`src/rtl/bcd_pkg.sv`:
```
// Shared constants and phase encoding for the double-dabble binary-to-BCD converter.
package bcd_pkg;

    localparam int BCD_DIGITS = 3;
    localparam int NIBBLE_W   = 4;
    localparam int BCD_W      = BCD_DIGITS * NIBBLE_W;

    typedef enum logic [1:0] {
        PH_LOAD  = 2'd0,
        PH_SHIFT = 2'd1,
        PH_DONE  = 2'd2
    } phase_e;

endpackage

```
`src/rtl/bcd_digit_adjust.sv`:
```
// Double-dabble digit correction: a nibble of 5 or more gets 3 added before the shift.
module bcd_digit_adjust
    import bcd_pkg::*;
(
    input  logic [NIBBLE_W-1:0] nibble_i,
    output logic [NIBBLE_W-1:0] nibble_o
);

    always_comb begin
        if (nibble_i >= NIBBLE_W'(5)) begin
            nibble_o = nibble_i + NIBBLE_W'(3);
        end else begin
            nibble_o = nibble_i;
        end
    end

endmodule

```
`src/rtl/binary_to_bcd.sv`:
```
// Free-running sequential binary-to-BCD converter: LOAD, WIDTH shift cycles, DONE,
// repeating every WIDTH+2 cycles with registered hundreds/tens/ones digits.
module binary_to_bcd
    import bcd_pkg::*;
#(
    parameter int WIDTH = 8
) (
    input  logic             clk,
    input  logic             reset_n,
    input  logic [WIDTH-1:0] binary_in,
    output logic [3:0]       O,
    output logic [3:0]       T,
    output logic [3:0]       H
);

    localparam int              CNT_W    = $clog2(WIDTH + 2);
    localparam logic [CNT_W-1:0] CNT_DONE = CNT_W'(WIDTH + 1);

    logic [CNT_W-1:0]    cnt_q, cnt_d;
    logic [WIDTH-1:0]    bin_q, bin_d;
    logic [BCD_W-1:0]    bcd_q, bcd_d;
    logic [BCD_W-1:0]    bcd_adj;
    logic [NIBBLE_W-1:0] h_q, h_d;
    logic [NIBBLE_W-1:0] t_q, t_d;
    logic [NIBBLE_W-1:0] o_q, o_d;
    phase_e              phase;

    genvar gi;
    generate
        for (gi = 0; gi < BCD_DIGITS; gi++) begin : g_adj
            bcd_digit_adjust u_adj (
                .nibble_i (bcd_q[gi*NIBBLE_W +: NIBBLE_W]),
                .nibble_o (bcd_adj[gi*NIBBLE_W +: NIBBLE_W])
            );
        end
    endgenerate

    always_comb begin
        phase = PH_SHIFT;
        if (cnt_q == '0) begin
            phase = PH_LOAD;
        end else if (cnt_q == CNT_DONE) begin
            phase = PH_DONE;
        end
    end

    always_comb begin
        cnt_d = cnt_q + CNT_W'(1);
        bin_d = bin_q;
        bcd_d = bcd_q;
        h_d   = h_q;
        t_d   = t_q;
        o_d   = o_q;
        case (phase)
            PH_LOAD: begin
                bin_d = binary_in;
                bcd_d = '0;
            end
            PH_SHIFT: begin
                // Corrected digits shift up; the bit falling off the hundreds nibble is always 0.
                bcd_d = BCD_W'({bcd_adj, bin_q[WIDTH-1]});
                bin_d = bin_q << 1;
            end
            PH_DONE: begin
                h_d   = bcd_q[2*NIBBLE_W +: NIBBLE_W];
                t_d   = bcd_q[1*NIBBLE_W +: NIBBLE_W];
                o_d   = bcd_q[0*NIBBLE_W +: NIBBLE_W];
                cnt_d = '0;
            end
            default: begin
                cnt_d = '0;
            end
        endcase
    end

    always_ff @(posedge clk or negedge reset_n) begin
        if (!reset_n) begin
            cnt_q <= '0;
            bin_q <= '0;
            bcd_q <= '0;
            h_q   <= '0;
            t_q   <= '0;
            o_q   <= '0;
        end else begin
            cnt_q <= cnt_d;
            bin_q <= bin_d;
            bcd_q <= bcd_d;
            h_q   <= h_d;
            t_q   <= t_d;
            o_q   <= o_d;
        end
    end

    assign H = h_q;
    assign T = t_q;
    assign O = o_q;

endmodule

```
`config.mk`:
```
export PLATFORM = sky130hd
export DESIGN_NAME = binary_to_bcd
export DESIGN_NICKNAME = d
export VERILOG_FILES = /design/src/rtl/bcd_pkg.sv /design/src/rtl/bcd_digit_adjust.sv /design/src/rtl/binary_to_bcd.sv
export SDC_FILE = /design/constraint.sdc
export NUM_CORES = 1
export LEC_CHECK = 0
export ABC_AREA = 1
export CAP_MARGIN = 20
export CORE_MARGIN = 4
export CORE_UTILIZATION = 35
export DETAILED_ROUTE_END_ITERATION = 6
export PLACE_DENSITY = 0.52
export SYNTH_ARGS = -nofsm -noshare
export SYNTH_HDL_FRONTEND = slang
export SYNTH_SLANG_ARGS = --single-unit
```
`constraint.sdc`:
```
create_clock -name clk -period 1.9 [get_ports clk]
set_input_delay 0.475 -clock clk [delete_from_list [all_inputs] [get_ports clk]]
set_output_delay 0.475 -clock clk [all_outputs]
set_load 0.03 [all_outputs]
```
==> results of run 1 <==
## metrics by stage
step | cells | cell area (um2)
final | 320 | 2170
after global routing | 320 | 2170
after CTS | 320 | 2170
after detailed placement | 312 | 2080
after global placement | 312 | 2080
after floorplan | 226 | 1810
## layout make-up
cell class              count  area, um2  area share [%]
clock buffers               8       90.1            4.15
inverters                  27        101            4.67
multi-input cells         158        754            34.8
flip-flops and latches     36        901            41.5
well taps                  67       83.8            3.86
repair buffers             24        240            11.1
## worst max-delay path by stage
stage / startpoint / to / depth (start not counted)
6_report: T[1] / T[1] / 1
5_1_grt: O[2] / O[2] / 1
4_1_cts: T[3] / T[3] / 1
3_5_place_dp: T[3] / T[3] / 1
3_3_place_gp: O[2] / O[2] / 1
2_1_floorplan: cnt_q[0] / bcd_q[2] / 6
## power groups by stage
stage | clock network, uW | logic (uW) | registers [uW]
after floorplan | 0 | 407 | 1180
after detailed placement | 0 | 840 | 1040
after global placement | 0 | 838 | 1040
after global routing | 621 | 948 | 1050
final | 551 | 840 | 1030
after CTS | 583 | 846 | 1030
## cells by family after synthesis
logic type	Yosys count	share of synthesized area (%)
flops	36	49.9
simple gates	131	30.1
xor+xnor	2	0.970
fa+ha+maj	9	6.24
buf+inv	32	8.32
compound gates	16	4.43
## sequential cells by signal, summed over array words and instances (netlist names)
name	cells
T	4
H	4
cnt_q	4
bin_q	8
bcd_q	12
O	4
## per-layer routing
metal / GRT usage [%] / vias to the layer above / share of wire (%)
met5: 0 / - / 0
met4: 3.72 / 0 / 0.50
met3: 3.05 / 2 / 3.5
met2: 21.6 / 26 / 47
met1: 15.6 / 671 / 49
li1: - / 754 / -
## synth_stat cells, drive strengths merged
cell | instances | area, um2
ha | 9 | 113
o21ai | 16 | 80.1
nand3 | 14 | 82.6
dfrtp | 36 | 901
buf | 4 | 35.0
xor2 | 1 | 8.76
clkbuf | 1 | 13.8
xnor2 | 1 | 8.76
nand4 | 6 | 37.5
inv | 27 | 101
nor2 | 19 | 73.8
nand2 | 92 | 350
==> impl_results.md, run 1 <==
- Buf+Inv Stages, Crit Path: 1
- Number of CTS-inserted buffers: 5
- Tcrit/Tclk final: 93.5%
- 1st-iter DRT viols: 29
- Antenna viol nets, final: 0
- Fin nets: 271
- Internal: 1530 uW
- Global-route total usage across every layer: 12.6%
- Clock power frac: 22.8%
- CTS Hold Bufs: 0
- Worst path cell trace: clkdlybuf4s50_1
- Post-cts resize count: 0
- CP Class: flop to output pin
- RSZ-0062 raised after global routing: false
- Total wire length: 3580 um
- Worst-path maximum fanout: 2
- Largest delay share family, worst path: buffers and inverters
- Initial antenna violation count: 0
- Largest stage delay, worst path: 0.67 ns
- Grt ovf: 0
- ANT cells: 0
- Cell Area, Synth: 1810 um2
- Crit end category: output pin
- Min Tclk post-route: 1.78 ns
- P&R area growth vs syn: 20.2%
- Psw: 886 uW
- Library cells used by synthesis: 19
- Initial Utilization: 37.2%
- Number of vias per cell: 4.54
- Placer Congestion: 0.799
- Pre-Repair DR Iteration Count: 4
- Leak Pwr: 0.00114 uW
- Avg WL per Cell: 11.2 um
- Die Ht: 79.8 um
- Io pins: 22
- Slew headroom: 71.3%
- FF-to-FF End: bcd_q[6]
- Synth Register Bits: 36
- Post-synthesis sequential area ratio: 49.9%
- Net Count, Synth: 245
- First-pass GRT wire length: 6330 um
- Startpoint types: flop
- Max cap viols: 0
- Worst skew pair latency: 0.28 ns
- Synthesized area per cell: 7.99 um2
- Fill cell count: 509
- Pre-CTS setup slack: 0.419 ns
- Most frequent cells in the layout: 90 x nand2_1, 36 x dfrtp_1, 25 x inv_1
- CTS max path bufs: 2
- Flop-to-flop setup slack: 0.51 ns
- Setup bufs post-CTS: 0
- Worst min path class: primary input to async pin
- Hold_ws: 0.129 ns
- HPWL after detailed placement: 2470 um
- Final setup violation count: 0
- Power Total: 2420 uW
- R2r worst-path depth: 6
- Final hold vios: 0
- TritonCTS clock tree: built
- Core area: 4850 um2
- Share of post-route cells with drive strength above 1: 6.32%
- Die Wd: 79.8 um
- Worst-path clk slew: 0.07 ns
- Full die area: 6370 um2
- Power Density: 1110 nW/um2
- H-tree levels: 2
- Commonest non-fill, non-tap cell in the layout: nand2_1
- Post-layout util: 44.8%
- DR vias: 1453
- Root Buffer: clkbuf_8
- Maximum VDD drop: 0.599 mV
- DRC violations left: 0
- Fin. max-slew vios: 0
- Vias in the first global route: 1444
- F_max: 563 MHz
- Sink Count: 36
- Combinational share of power: 34.7%
- Switch share: 36.6%
- Floorplan row count: 25
- Arrival @ worst endpoint: 1.30 ns
- Slowest-stage cell, CP: clkdlybuf4s50_1
- Flop pwr share: 42.5%
- Largest net degree at the start of global routing: 23
- Post-Route Setup TNS: 0 ns
- Synthesized instance count: 226
- CP required: 1.42 ns
- Port bufs: 21
- Post-route clock skew: 0.00699 ns
- Final setup margin: 0.124 ns
- YS warnings: 0
- Status: finished, final reports clean
- Worst-Margin Slew: 0.430 ns
- Worst r2r src: cnt_q[1]
No activity file was read; power rests on OpenSTA's default activity.
==> inputs of run 2 (changes only) <==
--- a/config.mk
+++ b/config.mk
@@ -8,9 +8,10 @@
 export ABC_AREA = 1
 export CAP_MARGIN = 20
 export CORE_MARGIN = 4
-export CORE_UTILIZATION = 35
+export CORE_UTILIZATION = 55
 export DETAILED_ROUTE_END_ITERATION = 6
-export PLACE_DENSITY = 0.52
+export GPL_ROUTABILITY_DRIVEN = 0
+export PLACE_DENSITY = 0.77
 export SYNTH_ARGS = -nofsm -noshare
 export SYNTH_HDL_FRONTEND = slang
 export SYNTH_SLANG_ARGS = --single-unit
==> constraint.sdc (replaced) <==
create_clock -name clk -period 1.7 [get_ports clk]
set_input_delay 0.425 -clock clk [delete_from_list [all_inputs] [get_ports clk]]
set_output_delay 0.425 -clock clk [all_outputs]
set_load 0.03 [all_outputs]
==> run 2 against run 1 <==
- sequential cell count unchanged
- clock power fell by 14%
- routed wire length decreased by 8.0%
- critical path type unchanged
- largest power group unchanged
==> impl_results.md, run 2 (synthesized netlist as in run 1, its figures left out) <==
- Status: finished, final reports clean
- Fin nets: 271 (unchanged)
- H-tree levels: 2 (unchanged)
- Worst skew pair latency: 0.34 ns (+0.06 ns)
- Final instance area: 2100 um2 (-3.2%)
- Pre-Repair DR Iteration Count: 4 (unchanged)
- Final setup violation count: 0 (unchanged)
- Post-cts resize count: 12 (+12)
- Largest stage delay, worst path: 0.41 ns (-0.26 ns)
- Sink Count: 36 (unchanged)
- Worst path cell trace: dlygate4sd2_1
- Tcrit/Tclk final: 91.4%
- Initial Utilization: 58.2% (+21 points)
- Psw: 970 uW (+9.5%)
- Io pins: 22 (unchanged)
- Commonest non-fill, non-tap cell in the layout: nand2_1
- DRC violations left: 0 (unchanged)
- Most frequent cells in the layout: 90 x nand2_1, 36 x dfrtp_1, 25 x inv_1
- Worst-path clk slew: 0.10 ns (+0.03 ns)
- Core area: 3100 um2 (-36%)
- Full die area: 4260 um2 (-33%)
- 1st-iter DRT viols: 122 (+320%)
- Number of vias per cell: 4.91 (+8.1%)
- CP Class: flop to output pin
- P&R area growth vs syn: 16.4%
- Max cap viols: 0 (unchanged)
- Final hold vios: 0 (unchanged)
- Largest net degree at the start of global routing: 37 (+61%)
- Leak Pwr: 0.00116 uW (+1.7%)
- Clock power frac: 19.0% (-3.8 points)
- Antenna viol nets, final: 0 (unchanged)
- Internal: 1530 uW (-0.35%)
- Combinational share of power: 35.1% (+0.4 points)
- Vias in the first global route: 1404 (-2.8%)
- Post-route insts no fill: 297 (-7.2%)
- Switch share: 38.8% (+2.2 points)
- Dpl cell area: 2060 um2 (-1.1%)
- Fin. max-slew vios: 0 (unchanged)
- Worst-Margin Slew: 0.366 ns (-0.0642 ns)
- Power Density: 1190 nW/um2 (+6.7%)
- Worst-path maximum fanout: 2 (unchanged)
- Slowest-stage cell, CP: dlygate4sd2_1
- Buf+Inv Stages, Crit Path: 1 (unchanged)
- Floorplan row count: 20 (-20%)
- Share of post-route cells with drive strength above 1: 5.93% (-0.40 points)
- Startpoint types: flop
- Slew headroom: 75.6% (+4.2 points)
- Flop pwr share: 45.9% (+3.4 points)
- Grt ovf: 0 (unchanged)
- RSZ-0062 raised after global routing: false
- Flop-to-flop setup slack: 0.25 ns (-0.26 ns)
- Global-route total usage across every layer: 17.7% (+5.2 points)
- Post-route clock skew: 0.00645 ns (-0.000536 ns)
- CP required: 1.27 ns (-0.15 ns)
- Avg WL per Cell: 11.1 um (-0.83%)
- Port bufs: 21 (unchanged)
- Worst min path class: primary input to async pin
- Initial antenna violation count: 0 (unchanged)
- Largest regs: bcd_q x12, bin_q x8
- DR vias: 1458 (+0.34%)
- Die Wd: 65.3 um (-18%)
- Maximum VDD drop: 0.913 mV (+53%)
- Arrival @ worst endpoint: 1.13 ns (-0.17 ns)
- TritonCTS clock tree: built
- Setup bufs post-CTS: 0 (unchanged)
- Die Ht: 65.3 um (-18%)
- Number of flip-flops in the largest register: 12 (unchanged)
- Post-Route Setup TNS: 0 ns (unchanged)
- Top reg by flops: bcd_q
- CTS max path bufs: 2 (unchanged)
- Min Tclk post-route: 1.55 ns
- Number of CTS-inserted buffers: 5 (unchanged)
- Largest delay share family, worst path: buffers and inverters
- CTS Hold Bufs: 0 (unchanged)
- Crit end category: output pin
- Placed Cells incl. Taps: 289 (-7.4%)
- ANT cells: 0 (unchanged)
- Total wire length: 3300 um (-8.0%)
- F_max: 644 MHz
- Root Buffer: clkbuf_4
- First-pass GRT wire length: 5930 um (-6.3%)
- HPWL after detailed placement: 2380 um (-3.6%)
run 2: cell count changes in the layout (fill, tap and decap cells not counted):
cell             before  now
clkbuf_8              6    1
buf_2                 1    0
clkbuf_4              0    5
dlygate4sd2_1         0   12
clkdlybuf4s50_1      20    9
run 2: cell type report:
type	count	area [um2]
tap	44	55.1
timing repair buffer	24	230
fill	291	1000
inverter	27	101
sequential	36	901
clock buffer	8	58.8
multi-input combinational	158	754
run 2: metal layers:
| layer | GRT usage [%] | part of all wire [%] |
|---|---|---|
| met1 | 24.1 | 49 |
| met4 | 7.25 | 1.6 |
| met2 | 26.8 | 45 |
| met3 | 4.79 | 4.3 |
| met5 | 0 | 0 |
run 2: stage by stage:
step	hold slack (ns)	utilization [%]	power, uW	setup WS, ns
2_1_floorplan	0.129	-	1770	0.523
3_3_place_gp	0.461	66.3	2080	0.242
3_5_place_dp	0.464	66.3	2100	0.241
4_1_cts	0.446	67.7	2510	0.139
5_1_grt	0.451	67.7	2700	0.0962
6_report	0.433	67.7	2500	0.147
run 2: final timing paths:
check | startpoint | to | depth (start not counted)
worst max register to register | cnt_q[1] | bcd_q[7] | 6
worst max-delay path | T[2] | T[2] | 1
max in group asynchronous | reset_n | bcd_q[4] | 2
worst min-delay path | reset_n | bin_q[4] | 2
worst min register to register | H[3] | H[3] | 2
min in group clk | H[3] | H[3] | 2
run 2: power groups by stage:
stage	Sequential [uW]	Combinational, uW	Clock (uW)
2_1_floorplan	1320	455	0
3_3_place_gp	1170	915	0
3_5_place_dp	1170	932	0
4_1_cts	1150	878	486
5_1_grt	1170	1010	517
6_report	1150	876	476
==> inputs of run 3 (changes only) <==
--- a/config.mk
+++ b/config.mk
@@ -6,6 +6,7 @@
 export NUM_CORES = 1
 export LEC_CHECK = 0
 export ABC_AREA = 1
+export ABC_CLOCK_PERIOD_IN_PS = 1700
 export CAP_MARGIN = 20
 export CORE_MARGIN = 4
 export CORE_UTILIZATION = 55
==> results of run 3 <==
No change in the layout: final DEF, timing and power equal those of run 2.
